<file path="config.mk">
export PLATFORM = sky130hd
export DESIGN_NAME = pipe_stall_ctrl
export DESIGN_NICKNAME = d
export VERILOG_FILES = /design/src/rtl/pipe_stall_ctrl_pkg.sv /design/src/rtl/pipe_stall_ctrl_inst_hold_buf.sv /design/src/rtl/pipe_stall_ctrl.sv
export SDC_FILE = /design/constraint.sdc
export NUM_CORES = 1
export LEC_CHECK = 0
export CORE_MARGIN = 8
export CORE_UTILIZATION = 48
export DETAILED_ROUTE_END_ITERATION = 8
export PLACE_DENSITY = 0.93
export RECOVER_POWER = 25
export SLEW_MARGIN = 30
export SYNTH_ARGS = -nofsm -noshare
export SYNTH_HDL_FRONTEND = slang
export SYNTH_SLANG_ARGS = --single-unit
</file>
<file path="constraint.sdc">
create_clock -name clk -period 4.9 [get_ports clk]
set_clock_uncertainty 0.15 [all_clocks]
set_input_delay 0.735 -clock clk [delete_from_list [all_inputs] [get_ports clk]]
set_output_delay 0.735 -clock clk [all_outputs]
set_load 0.01 [all_outputs]
</file>
<file path="src/rtl/pipe_stall_ctrl_pkg.sv">
// rtl/pipe_stall_ctrl_pkg.sv - shared stall-bus encodings and FSM state codes
// Purpose: common definitions for the pipeline stall controller.
//   STALL_W            width of the stall bus (bit0 PC, 1 IF, 2 ID, 3 EX, 4 MEM, 5 WB)
//   STOP               value of a stall bit that freezes its stage
//   STALL_ID/EX/MEM    bus encodings for each request source
//   state_t            controller FSM states
//   stall_of_state()   maps a (winning-request) state to its stall encoding
package pipe_stall_ctrl_pkg;

  localparam int STALL_W      = 6;
  localparam int STALL_ID_BIT = 2;

  localparam logic STOP = 1'b1;

  localparam logic [STALL_W-1:0] STALL_NONE = 6'b000000;
  localparam logic [STALL_W-1:0] STALL_ID   = 6'b000111;
  localparam logic [STALL_W-1:0] STALL_EX   = 6'b001111;
  localparam logic [STALL_W-1:0] STALL_MEM  = 6'b011111;

  typedef enum logic [1:0] {
    ST_RUN     = 2'd0,
    ST_LDUSE   = 2'd1,
    ST_EXWAIT  = 2'd2,
    ST_MEMWAIT = 2'd3
  } state_t;

  // The next state always names the winning request, so the stall bus
  // is simply the encoding of that state.
  function automatic logic [STALL_W-1:0] stall_of_state(input state_t s);
    logic [STALL_W-1:0] enc;
    enc = STALL_NONE;
    case (s)
      ST_LDUSE:   enc = STALL_ID;
      ST_EXWAIT:  enc = STALL_EX;
      ST_MEMWAIT: enc = STALL_MEM;
      default:    enc = STALL_NONE;
    endcase
    return enc;
  endfunction

endpackage

</file>
<file path="src/rtl/pipe_stall_ctrl_inst_hold_buf.sv">
// rtl/pipe_stall_ctrl_inst_hold_buf.sv - ID instruction hold buffer
// Purpose: captures the instruction returned by the synchronous inst SRAM
//   on the first frozen edge of ID and presents it to decode until ID moves.
// Ports:
//   clk, rst          core clock, async active-high reset
//   stall_id          stall bus bit for the ID stage
//   inst_sram_rdata   raw instruction from inst SRAM
//   id_inst           instruction presented to ID decode
module pipe_stall_ctrl_inst_hold_buf
  import pipe_stall_ctrl_pkg::*;
(
  input  logic        clk,
  input  logic        rst,
  input  logic        stall_id,
  input  logic [31:0] inst_sram_rdata,
  output logic [31:0] id_inst
);

  logic        hold_valid;
  logic [31:0] hold_inst;

  // Only the first frozen edge captures: later SRAM data belongs to a
  // younger fetch and must not overwrite the instruction ID is holding.
  always_ff @(posedge clk or posedge rst) begin
    if (rst) begin
      hold_valid <= 1'b0;
      hold_inst  <= 32'h0;
    end else if (stall_id == STOP) begin
      if (!hold_valid) begin
        hold_inst  <= inst_sram_rdata;
        hold_valid <= 1'b1;
      end
    end else begin
      hold_valid <= 1'b0;
    end
  end

  assign id_inst = hold_valid ? hold_inst : inst_sram_rdata;

endmodule

</file>
<file path="src/rtl/pipe_stall_ctrl.sv">
// rtl/pipe_stall_ctrl.sv - central pipeline stall controller
// Purpose: prioritises stall requests, drives the shared stall bus, tracks
//   EX-busy timeout and counts stalled cycles.
// Ports:
//   clk, rst          core clock, async active-high reset
//   id_ld_use_req     ID load-use interlock request
//   ex_busy_req       EX multi-cycle unit busy
//   mem_wait_req      MEM data SRAM wait
//   inst_sram_rdata   raw instruction from inst SRAM
//   stall             stall bus (bit0 PC .. bit5 WB), combinational
//   id_inst           instruction to ID decode
//   busy_timeout      sticky flag: EX busy exceeded BUSY_MAX cycles
//   stall_cycles      saturating count of cycles with a non-zero stall bus
module pipe_stall_ctrl
  import pipe_stall_ctrl_pkg::*;
#(
  parameter int BUSY_MAX = 64,
  parameter int CNT_W    = 32
) (
  input  logic               clk,
  input  logic               rst,
  input  logic               id_ld_use_req,
  input  logic               ex_busy_req,
  input  logic               mem_wait_req,
  input  logic [31:0]        inst_sram_rdata,
  output logic [STALL_W-1:0] stall,
  output logic [31:0]        id_inst,
  output logic               busy_timeout,
  output logic [CNT_W-1:0]   stall_cycles
);

  localparam int             BCW       = (BUSY_MAX > 1) ? $clog2(BUSY_MAX) : 1;
  localparam logic [BCW-1:0] BUSY_LAST = BCW'(BUSY_MAX - 1);

  state_t         state;
  state_t         next_state;
  logic [BCW-1:0] busy_cnt;
  logic           ex_wins;

  // Priority: MEM > EX > ID. A load-use request seen while already in
  // LDUSE is the same hazard; the lw has moved to MEM and forwarding
  // resolves it, so it must not stall a second cycle.
  always_comb begin
    next_state = ST_RUN;
    if (mem_wait_req)
      next_state = ST_MEMWAIT;
    else if (ex_busy_req)
      next_state = ST_EXWAIT;
    else if (id_ld_use_req && state != ST_LDUSE)
      next_state = ST_LDUSE;
  end

  assign stall   = rst ? STALL_NONE : stall_of_state(next_state);
  assign ex_wins = (next_state == ST_EXWAIT);

  always_ff @(posedge clk or posedge rst) begin
    if (rst) begin
      state        <= ST_RUN;
      busy_cnt     <= '0;
      busy_timeout <= 1'b0;
      stall_cycles <= '0;
    end else begin
      state <= next_state;

      // Counter parks at BUSY_LAST so a very long busy run cannot wrap.
      if (!ex_wins)
        busy_cnt <= '0;
      else if (busy_cnt != BUSY_LAST)
        busy_cnt <= busy_cnt + 1'b1;

      if (ex_wins && busy_cnt == BUSY_LAST)
        busy_timeout <= 1'b1;

      if (stall != STALL_NONE && stall_cycles != {CNT_W{1'b1}})
        stall_cycles <= stall_cycles + 1'b1;
    end
  end

  pipe_stall_ctrl_inst_hold_buf u_hold_buf (
    .clk             (clk),
    .rst             (rst),
    .stall_id        (stall[STALL_ID_BIT]),
    .inst_sram_rdata (inst_sram_rdata),
    .id_inst         (id_inst)
  );

endmodule

</file>
# After elaboration in Yosys (flattened, before gate mapping)
# Index checks and enable logic that the tools add are counted.
[totals]
ff_bits = 74
in_bits = 37
wordCells = 29
[op_classes]
add_sub_neg = 2
n_eq_ne = 8
mux = 9
n_reduce_logical = 4
[op_table]
columns = ["cell", "n"]
rows = [
  ["$add A32 B1 Y32 const B", 1],
  ["$mux W32", 1],
  ["$ne A32 B32 Y1 const B", 1],
  ["$mux W6", 3],
  ["$pmux W5 S3", 1],
  ["$add A6 B1 Y6 const B", 1],
  ["$eq A6 B6 Y1 const B", 1],
  ["$ne A6 B6 Y1 const B", 1],
  ["$reduce_bool A6 Y1", 1],
  ["$eq A2 B2 Y1 const B", 2],
  ["$mux W2", 2],
  ["$ne A2 B1 Y1 const B", 2],
  ["$logic_and A1 B1 Y1", 3],
  ["$eq A2 B1 Y1 const B", 1],
  ["$mux W1", 2],
]

# Depth between registers and ports, before layout
[logic_depth]
ltp_word = 10
ltp_mapped = 7
mapped_depth_nobuf = 6

# Modules after synthesis
# Synthesis repeated with hierarchy kept, for this count alone.
[hier_totals]
hier_cells = 295
area_unflattened_um2 = 3757.4
[modules_own_cells]
columns = ["module", "instances", "cells_per_inst", "area_each_um2"]
rows = [
  ["pipe_stall_ctrl", 1, 188, 1991.9],
  ["pipe_stall_ctrl_inst_hold_buf", 1, 107, 1765.4],
]

# Worst setup path before layout
# OpenSTA, ideal clock, no wires.
[synth_timing]
path_kind = "input -> output"
from = "input port rst"
to = "output port stall[0]"
arrival_time_ps = 3462
t_required_ps = 4015
path_slack_ps = 553
cell_stages = 6
path_cell_list = "inv_1 > a31oi_4 > inv_2 > buf_2 > buf_1 > buf_4"
[synth_via]
elab_chain_len = 1
[synth_rtl]
columns = ["item", "line", "source"]
rows = [
  ["start, declared", "pipe_stall_ctrl.sv:21", "input logic rst,"],
  ["$mux W6", "pipe_stall_ctrl.sv:53", "assign stall = rst ? STALL_NONE : stall_of_state(next_state);"],
  ["end, declared", "pipe_stall_ctrl.sv:26", "output logic [STALL_W-1:0] stall,"],
]
# Every way passes these cells.

# Worst setup path in the final report
[layout_timing]
from = "input port rst"
to = "output port stall[2]"
# The elaborated chain is that of the path after synthesis.

==> metrics <==
total CTS buffers 9; Slew HR -20.4%; clock share of power about 30%; initial antenna violation count 0; RR Endpoint stall_cycles[11]$_DFFE_PP0P_; drt first-iter violations 135; Worst-Margin Slew about 1800 ps; WHS Path Cells 1; total number of vias between 2,000 and 3,000; Post-synth EDFFs 0; Yosys Warn Count 0; setup tns final 0 ps; I/O pins 108; cells along the critical path dlygate4sd3_1, o21ba_2, a31oi_4, inv_2, clkdlybuf4s50_1; Seq pwr share between 40 and 50%; Syn Std Cell Area ~0.0037 mm²; HP Start stall_cycles[8]$_DFFE_PP0P_; Sw Ratio between 20 and 30%; DR pass1 iterations 4; clk_lat worst skew roughly 340 ps; Final Setup Violations 0; Max-cap violations 1; CTS tree built; Die ar. about 0.011 mm²; critical path data required time 4010 ps; syn_nets 398; reg2reg setup slack approximately 2600 ps; P_sw a little under 0.5 mW; CP max stage delay between 600 and 700 ps; All-Layer GR Usage 16.6%; CP Buf/Inv Count 3; smallest hold slack around 350 ps; CP Launch Type input pin; Worst-path clk slew roughly 80 ps; failing checks capacitance limit, slew limit; Remaining DRCs 0; Area Overhead vs Synth 35.9%; crit path kind input pin to primary output; share of cells above drive strength 1 around 15%; Initial Util roughly half; routed wire length between 9 and 10 mm; area of the multi-input gates between 0.0015 and 0.002 mm²; min Tclk post-route around 3800 ps; clk sink count 74; Primary FF master, synth dfrtp_1; post-detailed-route count of antenna-violating nets 0; drt wl/cell 16.0 µm; first-pass GRT wire length roughly 15 mm; FF+latch area ~0.0019 mm²; #FFs+latches synth 74; FMAX between 200 and 300 MHz; syn avg cell area between 10 and 15 µm²; Hold EP stall_cycles[8]$_DFFE_PP0P_; Setup crit end kind primary output; # diodes 0; final hold vios 0; period utilization between 70% and 80%; hold_buf cts 0; Rows 32; max-slew violation count 76; CORE AREA about 0.0076 mm²; NumNets Final 500; number of buffers added for setup after CTS 0; post-DP HPWL 6.52 mm; unrepaired setup endpoints after global routing false; Comb pwr share between 20 and 30%; CP delay by family, top buffers and inverters; CTS H-tree depth 3; Root Driver clkbuf_8; Core Util, Final around 66%; Leakage Power roughly 2.1 nW; vias in the first global route between 3,000 and 4,000; Die Ht 104 µm; post-synthesis cell count 359; Synth cell types between 40 and 50; peak supply drop around 0.27 mV; sequential area share after synthesis 50.1%; Filler Cell Count between 500 and 600; power per cell area approximately 340 mW/mm²; Port Buffers ~110; HP Class register to register; GPL Wtd Cong roughly 0.88; Critical Path Fanout Max 41; largest net degree at the start of global routing 76; vias per cell between 5 and 6; Slowest-stage cell, CP clkdlybuf4s50_1; die width ~100 µm; Clock Tree Buf Depth 2; Worst EP arrival 2900 ps; RR Startpoint state[0]$_DFF_PP0_; Pint about 1.2 mW; GRT overflow 0; asr flop ratio synth 100%; Worst Reg-to-Reg Cells 6; post-cts repair resize count 0; status finished, violations left
## through the flow
stage | power [mW] | setup WS, ps | cell area (µm²) | std cells
CTS | 1.74 | 1240 | 5030 | 568
detailed placement | 1.22 | 1240 | 4810 | 552
global placement | 1.21 | 1320 | 4810 | 552
floorplan | 0.994 | 553 | 3700 | 359
finish | 1.72 | 1110 | 5030 | 568
global route | 1.82 | 931 | 5030 | 568
## layer usage
metal  share of wire, %  vias up  track usage (%)
li1                   -     1423                -
met1                 44     1421             20.0
met2                 48       98             27.5
met3                6.2       16             4.89
met4                1.7        0             5.89
met5                  0        -                0
## worst reg2reg max path, stage by stage, from the launching register on
cell and delay (ps):
dfrtp_1 370, nand2b_1 180, a31oi_4 120, inv_2 520, and3_1 470, nand4_1 150, o21ba_1 200
## cell type report
type,instances,share of cell area [%]
multi-input cells,265,34.7
inverters,3,0.224
well taps,102,2.54
repair buffers,108,21.4
clock inverters,7,1.87
flip-flops and latches,74,36.9
clock buffers,9,2.46
## power groups by stage
stage          Clock, mW  Combinational (mW)  Sequential [mW]
4_1_cts            0.525               0.447            0.769
2_1_floorplan          0               0.224            0.770
3_5_place_dp           0               0.445            0.780
5_1_grt            0.554               0.479            0.783
3_3_place_gp           0               0.432            0.774
6_report           0.516               0.437            0.768
## cells in the final DEF (no fill, tap or decap), types with 3 or more instances in the layout
cell	n
xor2_1	10
dfrtp_1	73
clkdlybuf4s50_1	103
nor2_1	107
and4_4	3
nand4_1	12
xnor2_1	20
and3_1	8
a31oi_1	3
and4_1	5
nand3_1	12
clkbuf_8	9
mux2_2	33
o21bai_1	3
nand2_1	14
dlygate4sd3_1	3
## Yosys cell counts, types with 2 or more instances
master	count	area (µm²)
ha_1	2	25.0
and3_1	8	50.1
buf_2	4	20.0
a31oi_4	2	42.5
inv_1	2	7.51
nand4_1	12	75.1
nand2b_1	2	12.5
buf_1	3	11.3
and4_2	2	20.0
buf_4	4	30.0
or2_2	2	12.5
a31oi_1	3	18.8
nor3_1	2	10.0
and4_1	5	43.8
and3_2	2	15.0
and4_4	3	33.8
nand4_4	2	42.5
clkbuf_1	5	18.8
o21bai_1	3	22.5
xnor2_1	20	175
nand2_1	14	52.6
nor2_1	107	402
nand3_1	12	60.1
mux2_2	33	372
dfrtp_1	74	1850
xor2_1	10	87.6
## cell families (layout without fill, tap and decap cells)
family | Yosys count | after routing | share of synthesized area (%)
AO/OA/AOI/OAI | 16 | 16 | 4.13
adder cells (fa/ha/maj) | 2 | 2 | 0.676
flip-flops | 74 | 74 | 50.1
other | 1 | 1 | 0.101
XOR/XNOR | 30 | 30 | 7.10
AND/OR/NAND/NOR | 181 | 181 | 24.5
multiplexers | 35 | 35 | 10.6
buffers and inverters | 20 | 127 | 2.77
## worst max path at each step
stage	to	depth (start not counted)	start
after floorplan	stall[0]	6	rst
after global placement	stall[0]	5	rst
after detailed placement	stall[2]	5	rst
after CTS	stall[2]	5	rst
after global routing	stall_cycles[29]$_DFFE_PP0P_	7	rst
final	stall[2]	5	rst
## state kept, by name, summed over array words and instances, names as in the netlist
register,count
u_hold_buf.hold_inst,32
u_hold_buf.hold_valid,1
busy_cnt,6
state,2
stall_cycles,32
busy_timeout,1
No activity file was read; power rests on OpenSTA's default activity.
